`config.mk`:
```
export PLATFORM = sky130hd
export DESIGN_NAME = cla_pipe_adder
export DESIGN_NICKNAME = d
export VERILOG_FILES = /design/src/rtl/cla_pkg.sv /design/src/rtl/cla_segment.sv /design/src/rtl/cla_pipe_adder.sv
export SDC_FILE = /design/constraint.sdc
export NUM_CORES = 1
export LEC_CHECK = 0
export CORE_MARGIN = 2
export CORE_UTILIZATION = 39
export CTS_BUF_LIST = sky130_fd_sc_hd__clkbuf_4 sky130_fd_sc_hd__clkbuf_8
export DETAILED_ROUTE_END_ITERATION = 10
export GPL_TIMING_DRIVEN = 0
export PLACE_DENSITY_LB_ADDON = 0.08
export SYNTH_ARGS = -nofsm -noshare
export SYNTH_HDL_FRONTEND = slang
export SYNTH_SLANG_ARGS = --single-unit
```
`constraint.sdc`:
```
create_clock -name clk -period 2.5 [get_ports clk]
set_clock_uncertainty 0.2 [all_clocks]
set_input_delay 0.5 -clock clk [delete_from_list [all_inputs] [get_ports clk]]
set_output_delay 0.5 -clock clk [all_outputs]
set_load 0.05 [all_outputs]
```
`src/rtl/cla_pkg.sv`:
```
// Shared constants, 4-bit group lookahead helpers and the per-stage control record
// for the pipelined CLA adder.
package cla_pkg;

    localparam int CLA_GROUP = 4;

    typedef struct packed {
        logic p;
        logic g;
    } cla_pg_t;

    // Control half of a stage register; the width-parameterised operand and
    // partial-sum vectors sit beside it in the top level.
    typedef struct packed {
        logic valid;
        logic carry;
    } cla_stage_t;

    function automatic cla_pg_t cla_group_pg(input logic [CLA_GROUP-1:0] a,
                                             input logic [CLA_GROUP-1:0] b);
        logic [CLA_GROUP-1:0] p;
        logic [CLA_GROUP-1:0] g;
        cla_pg_t r;
        p   = a ^ b;
        g   = a & b;
        r.p = &p;
        r.g = g[3] | (p[3] & g[2]) | (p[3] & p[2] & g[1]) | (p[3] & p[2] & p[1] & g[0]);
        return r;
    endfunction

    function automatic logic [CLA_GROUP-1:0] cla_group_sum(input logic [CLA_GROUP-1:0] a,
                                                           input logic [CLA_GROUP-1:0] b,
                                                           input logic                 ci);
        logic [CLA_GROUP-1:0] p;
        logic [CLA_GROUP-1:0] g;
        logic [CLA_GROUP-1:0] c;
        p    = a ^ b;
        g    = a & b;
        c[0] = ci;
        c[1] = g[0] | (p[0] & ci);
        c[2] = g[1] | (p[1] & g[0]) | (p[1] & p[0] & ci);
        c[3] = g[2] | (p[2] & g[1]) | (p[2] & p[1] & g[0]) | (p[2] & p[1] & p[0] & ci);
        return p ^ c;
    endfunction

endpackage

```
`src/rtl/cla_segment.sv`:
```
// Combinational SEG-bit carry-lookahead adder: 4-bit P/G groups feeding a
// second-level lookahead unit, so group carries never ripple.
module cla_segment
    import cla_pkg::*;
#(
    parameter int SEG = 16
) (
    input  logic [SEG-1:0] a,
    input  logic [SEG-1:0] b,
    input  logic           cin,
    output logic [SEG-1:0] sum,
    output logic           cout,
    output logic           c_msb
);

    localparam int NG = SEG / CLA_GROUP;

    logic [NG-1:0] gp;
    logic [NG-1:0] gg;
    logic [NG:0]   gc;

    for (genvar g = 0; g < NG; g++) begin : g_grp
        cla_pg_t pg;
        assign pg    = cla_group_pg(a[g*CLA_GROUP +: CLA_GROUP], b[g*CLA_GROUP +: CLA_GROUP]);
        assign gp[g] = pg.p;
        assign gg[g] = pg.g;
        assign sum[g*CLA_GROUP +: CLA_GROUP] =
            cla_group_sum(a[g*CLA_GROUP +: CLA_GROUP], b[g*CLA_GROUP +: CLA_GROUP], gc[g]);
    end

    // Each group carry is a flat sum of products over the lower groups' P/G.
    always_comb begin
        logic term;
        logic c;
        gc   = '0;
        term = 1'b0;
        c    = 1'b0;
        for (int j = 0; j <= NG; j++) begin
            term = cin;
            for (int i = 0; i < j; i++) term = term & gp[i];
            c = term;
            for (int i = 0; i < j; i++) begin
                term = gg[i];
                for (int k = i + 1; k < j; k++) term = term & gp[k];
                c = c | term;
            end
            gc[j] = c;
        end
    end

    assign cout  = gc[NG];
    // sum = a ^ b ^ carry_in, so the carry into the top bit falls out of the sum.
    assign c_msb = sum[SEG-1] ^ a[SEG-1] ^ b[SEG-1];

endmodule

```
`src/rtl/cla_pipe_adder.sv`:
```
// Pipelined CLA adder/subtractor, one SEG-bit segment per stage with registered
// inter-segment carry. Define CLA_PIPE_OVF_EN to add the signed-overflow output.
module cla_pipe_adder
    import cla_pkg::*;
#(
    parameter int WIDTH  = 32,
    parameter int STAGES = 2
) (
    input  logic             clk,
    input  logic             rst_n,
    input  logic             in_valid,
    output logic             in_ready,
    input  logic [WIDTH-1:0] a,
    input  logic [WIDTH-1:0] b,
    input  logic             cin,
    input  logic             sub,
    output logic             out_valid,
    input  logic             out_ready,
    output logic [WIDTH-1:0] sum,
    output logic             cout
`ifdef CLA_PIPE_OVF_EN
   ,output logic             ovf
`endif
);

    localparam int SEG = WIDTH / STAGES;

    logic             en;
    logic [WIDTH-1:0] b_eff;
    logic             c_eff;

    cla_stage_t       stg    [STAGES];
    cla_stage_t       stg_d  [STAGES];
    logic [WIDTH-1:0] a_q    [STAGES];
    logic [WIDTH-1:0] b_q    [STAGES];
    logic [WIDTH-1:0] psum_q [STAGES];
    logic [WIDTH-1:0] a_d    [STAGES];
    logic [WIDTH-1:0] b_d    [STAGES];
    logic [WIDTH-1:0] psum_d [STAGES];
    logic [SEG-1:0]   seg_a  [STAGES];
    logic [SEG-1:0]   seg_b  [STAGES];
    logic [SEG-1:0]   seg_sum[STAGES];
    logic             seg_c  [STAGES];
    logic             seg_cout[STAGES];
`ifdef CLA_PIPE_OVF_EN
    logic             seg_cmsb[STAGES];
    logic             ovf_q;
`else
    logic             seg_cmsb_unused[STAGES];
`endif

    assign en       = ~out_valid | out_ready;
    assign in_ready = en;
    assign b_eff    = sub ? ~b : b;
    assign c_eff    = sub | cin;

    for (genvar k = 0; k < STAGES; k++) begin : g_stg
        logic             vld_in;
        logic [WIDTH-1:0] psum_base;
        logic [WIDTH-1:0] seg_ext;

        if (k == 0) begin : g_first
            assign seg_a[k]  = a[SEG-1:0];
            assign seg_b[k]  = b_eff[SEG-1:0];
            assign seg_c[k]  = c_eff;
            assign a_d[k]    = a;
            assign b_d[k]    = b_eff;
            assign vld_in    = in_valid;
            assign psum_base = '0;
        end else begin : g_next
            assign seg_a[k]  = a_q[k-1][k*SEG +: SEG];
            assign seg_b[k]  = b_q[k-1][k*SEG +: SEG];
            assign seg_c[k]  = stg[k-1].carry;
            assign a_d[k]    = a_q[k-1];
            assign b_d[k]    = b_q[k-1];
            assign vld_in    = stg[k-1].valid;
            assign psum_base = psum_q[k-1];
        end

        cla_segment #(.SEG(SEG)) u_seg (
            .a     (seg_a[k]),
            .b     (seg_b[k]),
            .cin   (seg_c[k]),
            .sum   (seg_sum[k]),
            .cout  (seg_cout[k]),
`ifdef CLA_PIPE_OVF_EN
            .c_msb (seg_cmsb[k])
`else
            .c_msb (seg_cmsb_unused[k])
`endif
        );

        // Bits above segment k are still zero here, so OR-ing places the new slice.
        assign seg_ext   = WIDTH'(seg_sum[k]) << (k * SEG);
        assign psum_d[k] = psum_base | seg_ext;
        assign stg_d[k]  = {vld_in, seg_cout[k]};
    end

    always_ff @(posedge clk or negedge rst_n) begin
        if (!rst_n) begin
            for (int k = 0; k < STAGES; k++) begin
                stg[k]    <= '0;
                a_q[k]    <= '0;
                b_q[k]    <= '0;
                psum_q[k] <= '0;
            end
`ifdef CLA_PIPE_OVF_EN
            ovf_q <= 1'b0;
`endif
        end else if (en) begin
            for (int k = 0; k < STAGES; k++) begin
                stg[k]    <= stg_d[k];
                a_q[k]    <= a_d[k];
                b_q[k]    <= b_d[k];
                psum_q[k] <= psum_d[k];
            end
`ifdef CLA_PIPE_OVF_EN
            ovf_q <= seg_cmsb[STAGES-1] ^ seg_cout[STAGES-1];
`endif
        end
    end

    assign out_valid = stg[STAGES-1].valid;
    assign sum       = psum_q[STAGES-1];
    assign cout      = stg[STAGES-1].carry;
`ifdef CLA_PIPE_OVF_EN
    assign ovf       = ovf_q;
`endif

endmodule

```
## After elaboration in Yosys (flattened, before gate mapping)

Cells that the tools add are included.

| cells by class | value |
|---|---|
| multiplexer cells | 1 |
| bitwise logic cells | 253 |
| reductions and logical operators | 8 |

Operators by type and width:

| kind | count |
|---|---|
| 1-bit bitwise AND | 132 |
| 1-bit bitwise OR | 94 |
| 4-bit bitwise XOR | 16 |
| 4-bit bitwise AND | 8 |
| 32-bit two-way mux | 1 |
| 32-bit inverter | 1 |
| 16-bit by 32-bit bitwise OR with 32-bit output | 1 |
| 4-bit AND reduction | 8 |
| 1-bit inverter | 1 |

| storage, ports and cells | value |
|---|---|
| register bits | 116 |
| input port bits | 70 |
| output and inout bits | 35 |
| word-level logic and storage cells | 270 |

## Depth between registers and ports, before layout

Gate-level depths: netlist (run 1).

| depth | value |
|---|---|
| word-level depth | 15 |
| mapped depth | 12 |
| depth with buffers taken out | 11 |

## By module

From an unflattened synthesis (run 1), not the netlist that was laid out.

| unflattened totals | value |
|---|---|
| cell total of the unflattened synthesis | 373 |
| area, all modules | 5043.6 sq um |

Modules (own cells, without submodules):

| module | instances | cells each | area an instance (sq um) | seq. area each (sq um) |
|---|---|---|---|---|
| cla_pipe_adder | 1 | 215 | 3643.5 | 2102.0 |
| cla_segment (g_stg[1].u_seg) | 1 | 86 | 708.2 | 0.0 |
| cla_segment (g_stg[0].u_seg) | 1 | 72 | 691.9 | 0.0 |

## Least setup slack after synthesis (run 1)

OpenSTA, ideal clock, no wires.

| timing | value |
|---|---|
| path kind | input -> register |
| start | in sub |
| end | reg psum_q (netlist bit g_stg[1].psum_base[12]) |
| setup time | 0.078 ns |
| data arrival time | 3.176 ns |
| required time | 2.222 ns |
| setup slack | -0.954 ns |
| cell stages on the path | 11 |
| buffers on the path | 2 |
| cell sequence | buf_6 > clkbuf_1 > xor2_1 > ha_1 > a21o_1 > a31o_1 > a221oi_4 > o211ai_2 > a21boi_0 > fa_1 > a21oi_1 |

| on the way | value |
|---|---|
| word-level cells in the longest chain between the ends | 12 |
| elaborated cells on any way between the ends | 46 |
| classes of those cells | mux: 1; bitwise: 42; reduce/logical: 3 |

RTL lines:

| element | line | source |
|---|---|---|
| start, declared | cla_pipe_adder.sv:16 | `input logic sub,` |
| 32-bit two-way mux | cla_pipe_adder.sv:54 | `assign b_eff = sub ? ~b : b;` |
| 4-bit bitwise XOR / 4-bit bitwise AND (equally long branches) | cla_pkg.sv:24, cla_pkg.sv:25 |  |
| 1-bit bitwise AND | cla_pkg.sv:27 | `r.g = g[3] \| (p[3] & g[2]) \| (p[3] & p[2] & g[1]) \| (p[3] & p[2] & p[1] & g[0]);` |
| 1-bit bitwise OR / 1-bit bitwise AND (equally long branches) (2 in series) | cla_pkg.sv:27 |  |
| 1-bit bitwise OR | cla_pkg.sv:27 |  |
| 1-bit bitwise AND (2 in series) | cla_segment.sv:44 | `for (int k = i + 1; k < j; k++) term = term & gp[k];` |
| 1-bit bitwise OR (3 in series) | cla_segment.sv:45 | `c = c \| term;` |
| 4-bit bitwise XOR (*) | cla_pkg.sv:43 | `return p ^ c;` |
| end signal, assigned by index | cla_pipe_adder.sv:115 | `psum_q[k] <= psum_d[k];` |
| end, declared | cla_pipe_adder.sv:36 | `logic [WIDTH-1:0] psum_q [STAGES];` |

Every way passes the cells marked *; elsewhere a longest branch is shown, timed or not.
A chain may end at the register's enable or synchronous reset.

## Worst setup path after layout (run 1)

Same ends and word-level chain as after synthesis.

==> flow_summary.json, run 1 <==
{
  "overflow": 0,
  "worstPathMaxFanout": 8,
  "groute.usage.overall": 0.201,
  "path_clk_slew_ns": 0.08,
  "final.period_utilization": 1.11,
  "cell_area_power_density_nw_per_um2": 891,
  "port-buffer-count": 103,
  "avgRoutedWirePerCell_um": 15.3,
  "antenna_violations_before_repair": 0,
  "period_minus_slack_ns": 2.77,
  "post_synth_and_or_nand_nor_area_fraction": 0.167,
  "area_growth_synth_to_finish_pct": 44.4,
  "crit_required_ns": 2.59,
  "die_y_um": 113,
  "die_area_um2": 12800,
  "starting_utilization_of_the_core_area": 0.403,
  "failed_checks": "design-rule violations, negative setup slack",
  "detailroute.via_count": 3856,
  "ffs_w_async_s_r_synth": 1.00,
  "critical_path.reg2reg.startpoint": "b_d[17]",
  "edff_count_synth": 0,
  "syn-instance-count": 495,
  "p_leak_nw": 3.06,
  "synth_xor_xnor_area_share": 0.102,
  "placement_rows": 39,
  "drt-pass1-iter-count": 7,
  "layout-drive-gt1-share": 0.164,
  "mappedNetlistNets": 605,
  "later_pin_clock_latency_in_the_skew_report_ns": 0.36,
  "fin_util": 0.582,
  "syn-cell-area_um2": 4640,
  "min-delay-start": "g_stg[1].vld_in",
  "synth_fa_ha_area_frac": 0.121,
  "ir_worst_vdd_mv": 0.512,
  "worst_slew_pin_slew_ns": 0.626,
  "ctsHtreeMaxLevel": 3,
  "post_synth.cell_area_avg_um2": 9.38,
  "finalHoldViolCount": 0,
  "synth.yosys.warnings": 0,
  "drt_wl_total_um": 12200,
  "hold-worst-slack_ns": 0.269,
  "slack_of_the_worst_reg_to_reg_path_ns": -0.20,
  "setup.worst_path.end_class": "flip-flop",
  "num_antenna_cells": 0,
  "ports_placed_on_the_boundary": 105,
  "core_area_um2": 11500,
  "relative_max_transition_margin": 0.583,
  "cts_made_buffers": 9,
  "first_iter_violations": 175,
  "min_delay_worst_endpoint": "g_stg[1].vld_in",
  "hold_path_depth": 2,
  "layout.nets": 758,
  "number_of_global_route_vias_before_repair": 4070,
  "cp_launch_type": "primary input",
  "ys_ff_latch": 84,
  "synth_top_family_by_area": "simple AND/OR/NAND/NOR gates",
  "post-route-drc-count": 7,
  "synth_cell_types": 41,
  "finalMaxSlewViolations": 0,
  "max_clock_freq_mhz": 361,
  "worst_hold_check_path_type": "reg2reg",
  "clk_path_buf_depth": 2,
  "die_width_um": 113,
  "clockRootBuffer": "clkbuf_8",
  "synth_mux_area_frac": 0.00243,
  "rsz_0062_raised_after_global_routing": "true",
  "max_cap_violations": 0,
  "critPathKind": "in2reg",
  "yosysSeqAreaShare": 0.453,
  "status": "finished with violations",
  "cts_tree": "done",
  "final.setup.worst_slack_ns": -0.267,
  "worstPathArrival_ns": 2.86,
  "rr_worst_depth": 11,
  "gp_routability_congestion": 0.883,
  "primary_flip_flop_cell_chosen_by_synthesis_mapping": "dfrtp_1",
  "wire_length_of_the_first_global_routing_pass_um": 20000,
  "antenna_violating_nets_post_route": 0,
  "timing.final.setup_violations": 10,
  "route.detailed.vias_per_inst": 4.84,
  "synth_compound_gate_area_share": 0.125,
  "regToRegEndpoint": "sum[28]",
  "pin_count_of_the_biggest_net_entering_global_routing": 68,
  "clock_net_sink_count": 84,
  "place_hpwl_um": 8630
}
[cells in the mapped netlist (all sizes together) (2+ instances only)]
cell type | number | area, um2
dfrtp | 84 | 2100
nand3 | 6 | 30.0
ha | 32 | 400
a21oi | 31 | 155
clkbuf | 17 | 63.8
nor3 | 2 | 15.0
xor2 | 28 | 245
nor2 | 22 | 82.6
a221oi | 2 | 52.6
nor2b | 3 | 18.8
o21a | 2 | 15.0
o211ai | 3 | 27.5
inv | 13 | 48.8
a21o | 8 | 60.1
xnor2 | 26 | 228
nand2 | 147 | 552
or3 | 3 | 18.8
buf | 5 | 27.5
and3 | 2 | 12.5
fa | 8 | 160
a21boi | 2 | 15.0
o21ai | 36 | 199
nand2b | 3 | 18.8
[per-stage QoR]
stage | power [mW] | setup TNS, ns | instance area, um2 | setup slack, ns | cells
final | 5.97 | -1.46 | 6700 | -0.267 | 796
after global routing | 6.32 | -2.42 | 6700 | -0.337 | 796
after CTS | 5.94 | -1.16 | 6620 | -0.226 | 793
after detailed placement | 4.68 | -22.43 | 5950 | -1.37 | 742
after global placement | 4.63 | -209.52 | 5920 | -2.26 | 741
after floorplan | 3.76 | -3.26 | 4710 | -0.555 | 495
[placed cells by master, fill, tap and decap left out, types with 6 or more instances in the layout]
| cell | instances |
|---|---|
| a21oi_2 | 6 |
| clkbuf_8 | 13 |
| xor2_1 | 26 |
| ha_4 | 7 |
| inv_1 | 12 |
| a21oi_1 | 25 |
| o21ai_0 | 28 |
| ha_1 | 23 |
| a21o_1 | 8 |
| dlygate4sd2_1 | 9 |
| buf_4 | 36 |
| xnor2_1 | 24 |
| clkbuf_1 | 12 |
| clkdlybuf4s50_1 | 90 |
| nor2_1 | 21 |
| dfrtp_1 | 84 |
| nand2_1 | 146 |
[repair_timing]
action	4_1_cts	5_1_grt
resized for setup	53	16
buffers inserted	34	5
endpoints found under the setup margin	44	14
hold endpoints to repair	17	0
hold buffers	1	0
pin swaps	43	15
[registers in the layout, indices dropped and copies added (netlist names)]
signal / cells
g_stg.psum_base: 16
seg_c: 1
out_valid: 1
a_d: 16
g_stg.vld_in: 1
cout: 1
sum: 32
b_d: 16
[per-layer routing]
metal / track usage / wire (um) / vias to the layer above
li1: - / - / 1931
met1: 0.260 / 5440 / 1830
met2: 0.343 / 6000 / 83
met3: 0.0343 / 559 / 12
met4: 0.0650 / 165 / 0
met5: 0 / 0 / -
[worst max-delay path by stage]
| stage | slack (ns) | to | from |
|---|---|---|---|
| after floorplan | -0.55 | g_stg[1].psum_base[12] | sub |
| after global placement | -2.26 | a_d[21] | rst_n |
| after detailed placement | -1.37 | in_ready | out_ready |
| after CTS | -0.23 | g_stg[1].psum_base[12] | sub |
| after global routing | -0.34 | g_stg[1].psum_base[12] | sub |
| final | -0.27 | g_stg[1].psum_base[12] | sub |
[where the power goes]
group | internal [mW] | switching [mW] | leakage, nW | total, mW
sequential | 1.75 | 0.250 | 0.993 | 2.00
combinational | 1.18 | 1.72 | 1.96 | 2.90
clock | 0.569 | 0.494 | 0.112 | 1.06
total | 3.50 | 2.46 | 3.06 | 5.97
[critical path: stages]
cell and delay [ns]:
buf_12 0.11, clkbuf_16 0.15, xor2_1 0.14, ha_1 0.33, a21o_1 0.18, a31o_1 0.21, a221oi_4 0.33, o211ai_2 0.13
a21boi_2 0.18, fa_2 0.46, a21oi_2 0.12
[cell families after synthesis]
family,after synthesis
AND/OR/NAND/NOR,192
AO/OA/AOI/OAI,89
flip-flops,84
XOR/XNOR,54
adder cells (fa/ha/maj),40
buffers and inverters,35
multiplexers,1
[layout make-up]
cell class / count / area, um2
inverter: 13 / 52.6
multi-input combinational: 376 / 2620
clock buffer: 13 / 179
sequential: 84 / 2100
tap: 143 / 179
buffer: 22 / 181
clock inverter: 3 / 42.5
timing repair buffer: 142 / 1350
fill: 1051 / 4820
(Power assumes the default switching activity.)
==> run 2, diff against run 1 <==
--- a/config.mk
+++ b/config.mk
@@ -8,6 +8,7 @@
 export CORE_MARGIN = 2
 export CORE_UTILIZATION = 39
 export CTS_BUF_LIST = sky130_fd_sc_hd__clkbuf_4 sky130_fd_sc_hd__clkbuf_8
+export CTS_CLUSTER_DIAMETER = 120
 export DETAILED_ROUTE_END_ITERATION = 10
 export GPL_TIMING_DRIVEN = 0
 export PLACE_DENSITY_LB_ADDON = 0.08
==> results of run 2 <==
No change in the layout: final DEF, timing and power equal those of run 1.
==> run 3, diff against run 2 <==
--- a/config.mk
+++ b/config.mk
@@ -5,12 +5,12 @@
 export SDC_FILE = /design/constraint.sdc
 export NUM_CORES = 1
 export LEC_CHECK = 0
+export CORE_ASPECT_RATIO = 1.25
 export CORE_MARGIN = 2
 export CORE_UTILIZATION = 39
 export CTS_BUF_LIST = sky130_fd_sc_hd__clkbuf_4 sky130_fd_sc_hd__clkbuf_8
 export CTS_CLUSTER_DIAMETER = 120
 export DETAILED_ROUTE_END_ITERATION = 10
-export GPL_TIMING_DRIVEN = 0
 export PLACE_DENSITY_LB_ADDON = 0.08
 export SYNTH_ARGS = -nofsm -noshare
 export SYNTH_HDL_FRONTEND = slang
==> run 3 against run 2 <==
Compared with the run above:
- the flow finishes with violations (negative setup slack)
- total power shrank 2.1%
- cell count grew 3.1%
- critical path depth is the same
- worst setup slack gained 0.090 ns
- critical path type unchanged
- largest cell class unchanged
==> flow_summary.json, run 3 (same netlist as run 1, synthesis figures left out) <==
{
  "period_minus_slack_ns": 2.68,
  "clock_net_sink_count": 84,
  "number_of_global_route_vias_before_repair": 3852,
  "p_leak_nw": 3.13,
  "power.clock.fraction": 0.157,
  "critPathMaxStageDelay_ns": 0.45,
  "die_y_um": 126,
  "route.detailed.vias_per_inst": 4.61,
  "cp_launch_type": "primary input",
  "antenna_violations_before_repair": 0,
  "die_area_um2": 12800,
  "critPathKind": "in2reg",
  "post-place-ws_ns": -0.803,
  "min_delay_worst_endpoint": "sum[0]",
  "p_total_mw": 5.84,
  "place_hpwl_um": 7770,
  "antenna_violating_nets_post_route": 0,
  "pin_count_of_the_biggest_net_entering_global_routing": 92,
  "p_comb_frac": 0.503,
  "finalInstanceArea_um2": 6870,
  "drt_wl_total_um": 10900,
  "worstPathMaxFanout": 6,
  "hold-worst-slack_ns": 0.267,
  "overflow": 0,
  "cts_tree": "done",
  "clockRootBuffer": "clkbuf_8",
  "critical-path-top-delay-family": "compound AO/OA/AOI/OAI gates",
  "critical_path.reg2reg.startpoint": "a_d[18]",
  "layout-drive-gt1-share": 0.211,
  "failed_checks": "negative setup slack",
  "min-delay-start": "sum[0]",
  "final.period_utilization": 1.07,
  "critical_path.cell_chain": "buf_16 -> buf_8 -> xor2_4 -> ha_4 -> a21o_1 -> a31o_1 -> a221oi_4 -> o211ai_2 -> a21boi_2 -> fa_2 -> a21oi_2",
  "critPathBufInv": 2,
  "ctsHtreeMaxLevel": 3,
  "clk_path_buf_depth": 2,
  "wire_length_of_the_first_global_routing_pass_um": 17400,
  "placed_cell_area_um2": 6200,
  "hold_path_depth": 2,
  "relative_max_transition_margin": 0.629,
  "rsz_0062_raised_after_global_routing": "true",
  "starting_utilization_of_the_core_area": 0.400,
  "first_iter_violations": 67,
  "ports_placed_on_the_boundary": 105,
  "worst_path_max_delay_cell": "fa_2",
  "worst_hold_check_path_type": "reg2reg",
  "die_width_um": 102,
  "power_switching_mw": 2.46,
  "most_frequent_cells_in_the_layout": "nand2_1, clkdlybuf4s50_1, dfrtp_1",
  "max_clock_freq_mhz": 374,
  "avgRoutedWirePerCell_um": 13.3,
  "post-route-drc-count": 0,
  "groute.usage.overall": 0.172,
  "later_pin_clock_latency_in_the_skew_report_ns": 0.36,
  "regToRegEndpoint": "sum[28]",
  "cell_area_power_density_nw_per_um2": 851,
  "finalMaxSlewViolations": 0,
  "path_clk_slew_ns": 0.09,
  "crit_required_ns": 2.60,
  "core_area_um2": 11600,
  "setup.worst_path.end_class": "flip-flop",
  "rr_worst_depth": 11,
  "cts_made_buffers": 9,
  "worstPathArrival_ns": 2.77,
  "num_antenna_cells": 0,
  "power.internal_mw": 3.38,
  "finalHoldViolCount": 0,
  "drt-pass1-iter-count": 4,
  "fin_util": 0.591,
  "area_growth_synth_to_finish_pct": 47.9,
  "ir_worst_vdd_mv": 0.434,
  "layout.nets": 765,
  "final.setup.worst_slack_ns": -0.176,
  "port-buffer-count": 104,
  "largest_register_ffs": 32,
  "placement_rows": 44,
  "max_cap_violations": 0,
  "pwr-share-seq": 0.340,
  "status": "finished with violations",
  "detailroute.via_count": 3783,
  "gp_routability_congestion": 0.819,
  "slack_of_the_worst_reg_to_reg_path_ns": -0.17,
  "worst_slew_pin_slew_ns": 0.555,
  "layout.cells.most_common": "nand2_1",
  "timing.final.setup_violations": 5,
  "switching_share": 0.422
}
run 3: cell count changes in the layout (fill, tap and decap cells not counted), moves of 3 or more:
| cell | delta |
|---|---|
| buf_4 | +22 |
| xor2_4 | +4 |
| clkdlybuf4s50_1 | -3 |
| xor2_1 | -5 |
| buf_2 | +3 |
| buf_1 | -3 |
| buf_12 | +3 |
| clkbuf_8 | -3 |
| clkbuf_1 | -12 |
run 3: how the worst max path moves through the flow:
stage	from	endpoint	slack (ns)	depth (start not counted)
2_1_floorplan	sub	g_stg[1].psum_base[12]	-0.55	11
3_3_place_gp	b[4]	g_stg[1].psum_base[12]	-0.76	10
3_5_place_dp	b[4]	g_stg[1].psum_base[12]	-0.80	10
4_1_cts	a_d[18]	sum[28]	-0.22	11
5_1_grt	a_d[18]	sum[28]	-0.32	11
6_report	sub	g_stg[1].psum_base[12]	-0.18	11
run 3: power by group through the flow:
stage          Combinational [mW]  Clock, mW  Sequential, mW
2_1_floorplan               0.995          0            2.77
3_5_place_dp                 2.80          0            2.01
3_3_place_gp                 2.76          0            2.01
4_1_cts                      2.90      0.952            1.99
5_1_grt                      3.19       1.00            2.04
6_report                     2.94      0.917            1.99
run 3: timing repair:
action / 4_1_cts / 5_1_grt
cloned: 0 / 0
setup endpoints to repair: 14 / 12
hold buffers: 1 / 0
setup buffers: 11 / 10
pin swaps: 37 / 25
resized for setup: 58 / 27
hold endpoints to repair: 35 / 0
run 3: final cells by class:
cell class                 count  area (um2)
sequential                    84        2100
clock buffer                  10         138
multi-input combinational    376        2710
inverter                      13        48.8
timing repair buffer         171        1620
tap                          161         201
clock inverter                 6        47.5
fill                        1037        4750
run 3: routing by layer:
layer,routed length (um),part of all wire,GRT usage
met2,5720,0.53,0.303
met4,209,0.019,0.0668
met3,466,0.043,0.0344
met1,4500,0.41,0.204
met5,0,0,0
run 3: worst reg2reg max path, delay by kind of cell (launching register included):
kind | cells | cell delay [ns]
AND/OR/NAND/NOR | 5 | 0.60
AO/OA/AOI/OAI | 4 | 0.60
adder cells (fa/ha/maj) | 2 | 0.74
flip-flops | 1 | 0.43
run 3: per-stage QoR:
stage	TNS (ns)	std cells
floorplan	-3.26	495
global placement	-7.53	785
detailed placement	-8.28	785
CTS	-0.434	813
global route	-1.50	821
finish	-0.617	821
